===== src/rtl/mmcm_drp_reconfig.sv =====
// mmcm_drp_reconfig
//   Sequences one dynamic reconfiguration of an MMCM through its DRP port.
//   On an accepted start request the MMCM is held in reset while every ROM entry of the
//   selected configuration is applied as a DRP read-modify-write. The MMCM reset is then
//   released and the block waits for LOCKED, reporting SRDY (success) or ERR (timeout).
//
// Ports
//   CLK, RST          clock, synchronous active-high reset
//   SEN, SADDR        start pulse and configuration index (sampled only when idle)
//   BUSY, SRDY, ERR   status: busy level, done pulse, error pulse
//   ROM_ADDR/ROM_DATA external registered ROM, {addr[38:32], mask[31:16], data[15:0]}
//   DADDR, DI, DO     DRP address, write data, read data
//   DEN, DWE, DRDY    DRP enable/write-enable pulses and ready
//   RST_MMCM, LOCKED  MMCM reset and lock status
module mmcm_drp_reconfig #(
    parameter int unsigned NUM_CFG      = 2,
    parameter int unsigned REGS_PER_CFG = 23,
    parameter int unsigned ROM_AW       = 6,
    parameter int unsigned DRP_TIMEOUT  = 255,
    parameter int unsigned LOCK_TIMEOUT = 16383,
    parameter int unsigned CFG_W        = (NUM_CFG > 1) ? $clog2(NUM_CFG) : 1
) (
    input  logic              CLK,
    input  logic              RST,
    input  logic              SEN,
    input  logic [CFG_W-1:0]  SADDR,
    output logic              BUSY,
    output logic              SRDY,
    output logic              ERR,
    output logic [ROM_AW-1:0] ROM_ADDR,
    input  logic [38:0]       ROM_DATA,
    output logic [6:0]        DADDR,
    output logic [15:0]       DI,
    input  logic [15:0]       DO,
    output logic              DEN,
    output logic              DWE,
    input  logic              DRDY,
    output logic              RST_MMCM,
    input  logic              LOCKED
);

    localparam int unsigned IdxW   = (REGS_PER_CFG > 1) ? $clog2(REGS_PER_CFG) : 1;
    localparam int unsigned TmrMax = (DRP_TIMEOUT > LOCK_TIMEOUT) ? DRP_TIMEOUT : LOCK_TIMEOUT;
    localparam int unsigned TmrW   = $clog2(TmrMax + 1);

    localparam logic [IdxW-1:0] IdxLast  = IdxW'(REGS_PER_CFG - 1);
    localparam logic [TmrW-1:0] DrpLast  = TmrW'(DRP_TIMEOUT - 1);
    localparam logic [TmrW-1:0] LockLast = TmrW'(LOCK_TIMEOUT - 1);

    typedef enum logic [2:0] {
        StIdle,
        StFetch,
        StRead,
        StWaitRd,
        StWrite,
        StWaitWr,
        StRelease,
        StWaitLock
    } state_e;

    state_e            state_q;
    logic [CFG_W-1:0]  cfg_q;
    logic [IdxW-1:0]   idx_q;
    logic              fetch_wait_q;
    logic [TmrW-1:0]   tmr_q;
    logic [6:0]        addr_q;
    logic [15:0]       mask_q;
    logic [15:0]       data_q;
    logic [15:0]       di_q;
    logic [ROM_AW-1:0] rom_addr_q;
    logic              busy_q;
    logic              srdy_q;
    logic              err_q;
    logic              den_q;
    logic              dwe_q;
    logic              rst_mmcm_q;

    logic [ROM_AW-1:0] base_sen;
    logic [ROM_AW-1:0] base_cur;
    logic [IdxW-1:0]   idx_d;
    logic [ROM_AW-1:0] rom_addr_d;
    logic [15:0]       di_d;
    logic              sen_ok;

    always_comb begin
        base_sen   = ROM_AW'(SADDR) * ROM_AW'(REGS_PER_CFG);
        base_cur   = ROM_AW'(cfg_q) * ROM_AW'(REGS_PER_CFG);
        idx_d      = idx_q + 1'b1;
        rom_addr_d = base_cur + ROM_AW'(idx_d);
        // Mask bit set keeps the bit read back from the MMCM.
        di_d       = (DO & mask_q) | (data_q & ~mask_q);
        sen_ok     = 32'(SADDR) < NUM_CFG;
    end

    always_ff @(posedge CLK) begin
        if (RST) begin
            state_q      <= StIdle;
            cfg_q        <= '0;
            idx_q        <= '0;
            fetch_wait_q <= 1'b0;
            tmr_q        <= '0;
            addr_q       <= '0;
            mask_q       <= '0;
            data_q       <= '0;
            di_q         <= '0;
            rom_addr_q   <= '0;
            busy_q       <= 1'b0;
            srdy_q       <= 1'b0;
            err_q        <= 1'b0;
            den_q        <= 1'b0;
            dwe_q        <= 1'b0;
            rst_mmcm_q   <= 1'b0;
        end else begin
            // Pulse outputs default low every cycle.
            den_q  <= 1'b0;
            dwe_q  <= 1'b0;
            srdy_q <= 1'b0;
            err_q  <= 1'b0;
            unique case (state_q)
                StIdle: begin
                    if (SEN) begin
                        if (sen_ok) begin
                            cfg_q        <= SADDR;
                            idx_q        <= '0;
                            fetch_wait_q <= 1'b0;
                            rom_addr_q   <= base_sen;
                            busy_q       <= 1'b1;
                            rst_mmcm_q   <= 1'b1;
                            state_q      <= StFetch;
                        end else begin
                            err_q <= 1'b1;
                        end
                    end
                end
                StFetch: begin
                    // First cycle presents ROM_ADDR, second cycle sees the registered data.
                    if (!fetch_wait_q) begin
                        fetch_wait_q <= 1'b1;
                    end else begin
                        fetch_wait_q <= 1'b0;
                        addr_q       <= ROM_DATA[38:32];
                        mask_q       <= ROM_DATA[31:16];
                        data_q       <= ROM_DATA[15:0];
                        den_q        <= 1'b1;
                        state_q      <= StRead;
                    end
                end
                StRead: begin
                    tmr_q   <= '0;
                    state_q <= StWaitRd;
                end
                StWaitRd: begin
                    if (DRDY) begin
                        di_q    <= di_d;
                        den_q   <= 1'b1;
                        dwe_q   <= 1'b1;
                        state_q <= StWrite;
                    end else if (tmr_q == DrpLast) begin
                        err_q      <= 1'b1;
                        busy_q     <= 1'b0;
                        rst_mmcm_q <= 1'b0;
                        state_q    <= StIdle;
                    end else begin
                        tmr_q <= tmr_q + 1'b1;
                    end
                end
                StWrite: begin
                    tmr_q   <= '0;
                    state_q <= StWaitWr;
                end
                StWaitWr: begin
                    if (DRDY) begin
                        if (idx_q == IdxLast) begin
                            rst_mmcm_q <= 1'b0;
                            state_q    <= StRelease;
                        end else begin
                            idx_q      <= idx_d;
                            rom_addr_q <= rom_addr_d;
                            state_q    <= StFetch;
                        end
                    end else if (tmr_q == DrpLast) begin
                        err_q      <= 1'b1;
                        busy_q     <= 1'b0;
                        rst_mmcm_q <= 1'b0;
                        state_q    <= StIdle;
                    end else begin
                        tmr_q <= tmr_q + 1'b1;
                    end
                end
                StRelease: begin
                    tmr_q   <= '0;
                    state_q <= StWaitLock;
                end
                StWaitLock: begin
                    if (LOCKED) begin
                        srdy_q  <= 1'b1;
                        busy_q  <= 1'b0;
                        state_q <= StIdle;
                    end else if (tmr_q == LockLast) begin
                        err_q   <= 1'b1;
                        busy_q  <= 1'b0;
                        state_q <= StIdle;
                    end else begin
                        tmr_q <= tmr_q + 1'b1;
                    end
                end
                default: begin
                    state_q <= StIdle;
                end
            endcase
        end
    end

    assign BUSY     = busy_q;
    assign SRDY     = srdy_q;
    assign ERR      = err_q;
    assign ROM_ADDR = rom_addr_q;
    assign DADDR    = addr_q;
    assign DI       = di_q;
    assign DEN      = den_q;
    assign DWE      = dwe_q;
    assign RST_MMCM = rst_mmcm_q;

endmodule


===== config.mk =====
export PLATFORM = sky130hd
export DESIGN_NAME = mmcm_drp_reconfig
export DESIGN_NICKNAME = d
export VERILOG_FILES = /design/src/rtl/mmcm_drp_reconfig.sv
export SDC_FILE = /design/constraint.sdc
export NUM_CORES = 1
export LEC_CHECK = 0
export BUFFER_PORTS_ARGS = -buffer_cell sky130_fd_sc_hd__buf_2
export CAP_MARGIN = 5
export CORE_MARGIN = 2
export CORE_UTILIZATION = 48
export DETAILED_ROUTE_END_ITERATION = 10
export GPL_ROUTABILITY_DRIVEN = 0
export PLACE_DENSITY = 0.81
export SLEW_MARGIN = 0
export SYNTH_ARGS = -nofsm -noshare
export SYNTH_HDL_FRONTEND = slang
export SYNTH_SLANG_ARGS = --single-unit

===== constraint.sdc =====
create_clock -name CLK -period 1.9 [get_ports CLK]
set_input_delay 0.19 -clock CLK [delete_from_list [all_inputs] [get_ports CLK]]
set_output_delay 0.19 -clock CLK [all_outputs]
set_load 0.01 [all_outputs]

### Yosys cells after proc, flatten, opt, wreduce, memory -nomap -nowiden

Cells that the tools add are included.

* register bits after elaboration: 91

* add/subtract/negate cells: 3
* multipliers: 2
* equality and inequality tests: 22
* muxes and demuxes: 45
* bitwise gates (word level): 6
* reduce and logical (&&, ||, !) cells: 19

Operators by type and width (number)
* $mux W14: 4
* $pmux W14 S3: 1
* $and A16 B16 Y16: 2
* $mux W3: 8
* $pmux W3 S8: 1
* $mux W1: 18
* $mux W6: 3
* $ne A2 B2 Y1 const B: 9
* $not A16 Y16: 1
* $or A16 B16 Y16: 1
* $mux W5: 3
* $add A14 B1 Y14 const B: 1
* $eq A14 B14 Y1 const B: 1
* $eq A14 B8 Y1 const B: 1
* $eq A3 B3 Y1 const B: 4
* $mul A1 B5 Y6 const B: 2
* $pmux W6 S2: 1
* $pmux W5 S2: 1
* $reduce_and A5 Y1: 2
* $reduce_bool A3 Y1: 3
* $reduce_and A2 Y1: 4
* $reduce_and A4 Y1: 2
* $add A6 B5 Y6: 1
* $eq A3 B2 Y1 const B: 2
* 13 further kinds: 21

### Logic depth before layout (Yosys ltp)

Gate-level depths: netlist of run 1.

* depth after elaboration: 5
* mapped depth: 9

### Worst setup path after synthesis of run 1

No wires, ideal clock.

* path type: flip-flop to flip-flop
* from: register tmr_q[0]
* to: register tmr_q[13]
* library setup time: 0.070 ns
* arrival: 2.026 ns
* data required time: 1.830 ns
* slack: -0.197 ns
* stages on the path, launching flop included: 9
* clock period less this slack: 2.097 ns
* cells stage by stage: dfxtp_1 > inv_1 > ha_1 > and3_1 > a41o_4 > a22o_4 > buf_6 > or4_1 > a21oi_1

* longest elaborated chain between the ends: 4
* elaborated cells between the ends (all ways): 11
* those cells by class: add/sub (1); eq/ne (4); mux (5); reduce/logical (1)

RTL lines
* start, declared: line 65 `logic [TmrW-1:0] tmr_q;`
* start signal, assigned: line 164 `tmr_q <= tmr_q + 1'b1;`
* start signal, assigned: line 187 `tmr_q <= tmr_q + 1'b1;`
* start signal, assigned: line 204 `tmr_q <= tmr_q + 1'b1;`
* $add A14 B1 Y14: line 164, 187, 204
* $mux W14, on equally long branches: line 199, 158, 181
* $mux W14, on equally long branches: line 195, 153
* $pmux W14 S3: line 119 `unique case (state_q)`

Parallel ways exist; a longest one is shown, timed or not. The select of a mux whose other input is x is not followed.
A chain may end at the register's enable or synchronous reset.

### Final worst setup path of run 1

* from: register tmr_q[0]
* to: register tmr_q[8]

The elaborated chain is that of the path after synthesis.

==> impl_metrics.ini, run 1 <==
[yosys]
synth_ff_type = dfxtp_1
synth-xor-area-share = 0.0108
synthCells = 491
synthAdderAreaFrac = 0.0320
synth_top_family_by_area = simple AND/OR/NAND/NOR gates
synth_common_cells = nand2_1, dfxtp_1, a21oi_1, nor2_1, clkbuf_1
synth_cell_type_count = 51
syn_nets = 561
yosys.area_share.simple = 0.219
synthMuxAreaShare = 0.0393
synth_seq_area_share = 0.447
synth-compound-area-share = 0.207
yosysMostFrequentCell = nand2_1
yosys.area.top_type = dfxtp_1
syn_avg_cell_area_sq_um = 8.29
yosys.area.top_type_share = 0.447
synth-async-reset-ratio = 0
synth_area_sq_um = 4070
yosys_warnings = 0
ys_ff_latch = 91
synth_edf_count = 0
netlist_top_cells_area = dfxtp_1, nand2_1, a21oi_1

[grt]
gr-total-overflow = 0
antenna_found_initial = 0
grt_pass1_vias = 3594
grt_pass1_wl_um = 16400
grt_max_degree = 41
grt_usage = 0.226

[clock_tree]
cts_tree = built
cts.sink_count = 91
h-tree-depth = 3
cts_buffers = 9
clockBufferDepth = 2
clk_latency_ps = 360
root_buffer = clkbuf_8
cts.clk_slew.worst_paths_ps = 100
postCtsHoldBufs = 0

[final_layout]
layout-drive-gt1-share = 0.303
final_cells = 709
diodes = 0
n_fill_cell = 704
utilization = 0.631
fin_area_sq_um = 5190
syn_to_final_growth_pct = 27.4
nets = 669

[hold_path]
whs_path_depth = 3
hold_class = in2reg
hp-start = ROM_DATA[27]

[place]
dp_slack_ps = -60.4
dp_hpwl_um = 7220
dp.cells = 686
dpl_cell_area_sq_um = 4790
io_buffers = 95

[timing]
maxSlewHeadroom = 0.701
worstMarginPinSlew_ps = 442
fin_crit_sh = 0.986
fin_worst_skew_ps = 13.6
finalSetupTns_ps = 0
rsz0062_at_grt = true
timing.hold.ws_ps = 60.4
fin_crit_ps = 1870
setup_viol = 0
post-route-worst-setup-slack_ps = 26.6
finalHoldViolations = 0
fmax_mhz = 534
drv_slew = 0

[routing]
ant_nets = 0
dr.pass1.iters = 5
drc_errors = 0
vias_per_cell = 5.58
wl_per_cell_um = 15.2
routed_wl_um = 10800
num_vias = 3955
drt_iter0_drc = 212

[run_status]
status = finished, final reports clean

[critical_path]
crit_fanout = 7
critPathLaunchType = register
critPathLaunch = tmr_q[0]
r2r_slack_ps = 30
ff2ff_path_depth = 7
crit_end = tmr_q[8]
critical_path_class = reg2reg
r2r-end = tmr_q[8]
rr_startpoint = tmr_q[0]
worstPathArrival_ps = 2160
endpoint_kind = register
crit_required_ps = 2190

[power_and_ir_drop]
p_leak_nw = 2.02
peakVddDrop_uv = 561
p_total_mw = 3.81
power.density_nw_per_um2 = 735

[die]
boundaryPins = 96
coreArea_sq_um = 8220
dieWidth_um = 96.1
fp-row-count = 33
die_area_sq_um = 9240
die_h_um = 96.1
initial_core_util = 0.496

[run]
max-cap-violations = 0
==> power by group <==
part | internal, mW | switching, mW
Sequential | 1.96 | 0.0424
Combinational | 0.192 | 0.248
Clock | 0.628 | 0.739
Total | 2.78 | 1.03
==> how the worst min path moves through the flow <==
stage                 end  slack [ps]
2_1_floorplan   data_q[0]         330
3_3_place_gp     DADDR[0]         430
3_5_place_dp   mask_q[11]         440
4_1_cts        mask_q[11]          50
5_1_grt         data_q[6]          50
6_report       mask_q[11]          60
==> logic make-up after synthesis <==
logic type / count (synthesis)
XOR/XNOR: 5
flip-flops: 91
buffers and inverters: 43
multiplexers: 16
adder cells (fa/ha/maj): 10
AND/OR/NAND/NOR: 195
AO/OA/AOI/OAI: 131
==> critical path, stage by stage, from the launching register on <==
cell and delay, ps:
dfxtp_2 350, inv_2 50, ha_4 150, and3_4 190
a41o_4 230, a22o_4 250, or4_4 480, a21oi_2 110
==> sequential cells by signal (all words and copies together) (netlist names) <==
| name | cells |
|---|---|
| DI | 16 |
| data_q | 16 |
| mask_q | 16 |
| tmr_q | 14 |
| DADDR | 7 |
| ROM_ADDR | 6 |
| idx_q | 5 |
| state_q | 3 |
| BUSY | 1 |
| DEN | 1 |
| DWE | 1 |
| ERR | 1 |
| RST_MMCM | 1 |
| SRDY | 1 |
| cfg_q | 1 |
| fetch_wait_q | 1 |
==> timing repair <==
item                       in CTS  in global routing
pin swaps                       2                 14
hold endpoints to repair        0                  0
setup endpoints to repair      16                 21
cloned                          0                  2
gates resized for setup         5                 26
buffers inserted                1                  4
==> layout by cell type (no fill, tap or decap), types with 4 or more instances in the layout <==
| cell | Yosys | layout |
|---|---|---|
| nand2_1 | 97 | 97 |
| a211oi_1 | 18 | 18 |
| xor2_1 | 4 | 4 |
| buf_2 | 2 | 95 |
| dfxtp_2 | 0 | 8 |
| o21ai_0 | 11 | 9 |
| nor2_1 | 41 | 40 |
| ha_1 | 8 | 5 |
| buf_4 | 1 | 33 |
| a21oi_2 | 0 | 4 |
| dfxtp_1 | 91 | 83 |
| and3_1 | 5 | 4 |
| inv_1 | 8 | 6 |
| a21oi_1 | 62 | 58 |
| a22oi_1 | 5 | 4 |
| a31oi_1 | 5 | 5 |
| mux2i_1 | 16 | 16 |
| or4_1 | 9 | 8 |
| nand4b_1 | 5 | 5 |
| clkbuf_8 | 0 | 9 |
| o31ai_1 | 8 | 6 |
| nand3_1 | 10 | 9 |
| nand4_1 | 5 | 5 |
| nor3_1 | 6 | 6 |
==> per-layer routing <==
| metal | global-route usage | wire [um] | up-vias | part of all wire |
|---|---|---|---|---|
| met2 | 0.382 | 5300 | 126 | 0.49 |
| met4 | 0.0810 | 170 | 0 | 0.016 |
| met1 | 0.281 | 4700 | 1845 | 0.44 |
| met3 | 0.0501 | 595 | 22 | 0.055 |
| li1 | - | - | 1962 | - |
| met5 | 0 | 0 | - | 0 |
==> final cells by class <==
type                    instances  area [sq um]  share of cell area
multi-input cells             358          2210               0.426
flip-flops and latches         91          1830               0.353
repair buffers                131           774               0.149
well taps                     105           131              0.0253
clock buffers                   9           124              0.0239
clock inverters                 7          87.6              0.0169
inverters                       8          30.0             0.00579
Power figures use the tool's default switching activity.
==> run 2: changes to the inputs <==
Settings changed: CORE_MARGIN 2 to 8.
==> impl_metrics.ini, run 2 (synthesized netlist as in run 1, its figures left out) <==
[run_status]
status = finished with violations
violations = setup timing

[place]
io_buffers = 95
dp_slack_ps = -43.6
dpl_cell_area_sq_um = 4760
dp_hpwl_um = 7850

[clock_tree]
root_buffer = clkbuf_8
clk_latency_ps = 360
cts_buffers = 9
cts.clk_slew.worst_paths_ps = 100
h-tree-depth = 3
postCtsHoldBufs = 0
cts.sink_count = 91
clockBufferDepth = 2
cts_tree = built

[power_and_ir_drop]
power.density_nw_per_um2 = 734
peakVddDrop_uv = 450
p_leak_nw = 2.04

[final_layout]
n_fill_cell = 691
diodes = 0
fin_area_sq_um = 5240
syn_to_final_growth_pct = 28.8
final_cell_mix = nand2_1, buf_2, dfxtp_1
final_common_cell = nand2_1
layout-drive-gt1-share = 0.320
nets = 672

[critical_path]
critPathLaunchType = register
crit_required_ps = 2190
endpoint_kind = register
crit_fanout = 6
crit_chain = inv_2, ha_4, and3_4, a41o_4, a22o_4, or4_4, a21oi_2
critical_path_class = reg2reg
worstPathArrival_ps = 2240
max_stage_delay_ps = 530
worst_path_max_delay_cell = or4_4
path_buf_inv = 1
path_delay_family = simple AND/OR/NAND/NOR gates

[routing]
dr.pass1.iters = 5
top_layer = met4
vias_per_cell = 5.60
drt_iter0_drc = 257
routed-wl-met2_um = 5690
ant_nets = 0
num_vias = 3989
drc_errors = 0
routed_wl_um = 11600
met1Wirelength_um = 4860
wl_met3_um = 804
wl_per_cell_um = 16.3

[grt]
antenna_found_initial = 0
grt_max_degree = 43
grt_usage = 0.189
grt_pass1_wl_um = 18100
gr-total-overflow = 0
grt_pass1_vias = 3902

[timing]
setup_viol = 10
post-route-worst-setup-slack_ps = -49.7
timing.hold.ws_ps = 52.5
fin_worst_skew_ps = 14.7
maxSlewHeadroom = 0.660
worstMarginPinSlew_ps = 508
fin_crit_ps = 1950
fmax_mhz = 513
fin_crit_sh = 1.03
finalHoldViolations = 0
drv_slew = 0
rsz0062_at_grt = true
finalSetupTns_ps = -356

[die]
die_h_um = 108
initial_core_util = 0.496
coreArea_sq_um = 8220
die_area_sq_um = 11700
boundaryPins = 96
fp-row-count = 33
dieWidth_um = 108

[run]
max-cap-violations = 0

[hold_path]
hold_class = in2reg
[run 2: changes by cell type in the layout (fill, tap and decap cells not counted), moves of 3 or more]
cell / before / now
a21oi_1: 58 / 55
a21oi_2: 4 / 7
inv_6: 1 / 4
or4_1: 8 / 4
or4_4: 1 / 5
[run 2: final timing paths]
kind / from / endpoint / slack [ps] / cells after the start
setup / recovery: tmr_q[0] / tmr_q[7] / -50 / 7
hold / removal: ROM_DATA[1] / data_q[1] / 50 / 3
setup reg to reg: tmr_q[0] / tmr_q[7] / -50 / 7
hold reg to reg: DADDR[4] / DADDR[4] / 460 / 2
[run 2: layer usage]
layer	global-route usage	up-vias
met5	0	-
met4	0.0852	0
met3	0.0488	23
met2	0.316	162
met1	0.221	1831
li1	-	1973
[run 2: through the flow]
| stage | cells | total power [mW] | utilization |
|---|---|---|---|
| 2_1_floorplan | 491 | 2.29 | - |
| 3_3_place_gp | 682 | 2.44 | 0.579 |
| 3_5_place_dp | 682 | 2.45 | 0.579 |
| 4_1_cts | 709 | 3.85 | 0.623 |
| 5_1_grt | 712 | 3.99 | 0.638 |
| 6_report | 712 | 3.85 | 0.638 |
[run 2: timing repair]
item	4_1_cts	5_1_grt
endpoints found under the setup margin	16	22
pin swaps	10	9
gates cloned	2	1
setup buffers	9	2
resized for setup	15	29
[run 2: layout make-up]
| cell class | instances | area [sq um] | share of cell area |
|---|---|---|---|
| Inverter | 8 | 30.0 | 0.00573 |
| Sequential cell | 91 | 1830 | 0.349 |
| Tap cell | 105 | 131 | 0.0251 |
| Clock inverter | 7 | 88.8 | 0.0169 |
| Timing Repair Buffer | 133 | 791 | 0.151 |
| Multi-Input combinational cell | 359 | 2250 | 0.429 |
| Clock buffer | 9 | 124 | 0.0236 |
[run 2: power by group]
group / switching, mW / internal [mW] / leakage [nW]
registers: 0.0408 / 1.96 / 0.740
logic: 0.255 / 0.192 / 1.20
clock network: 0.758 / 0.639 / 0.104
total: 1.05 / 2.79 / 2.04
[run 2: worst min-delay path, cell delays in order]
cell and delay (ps):
buf_2 90, nand2_1 40, a21oi_1 50
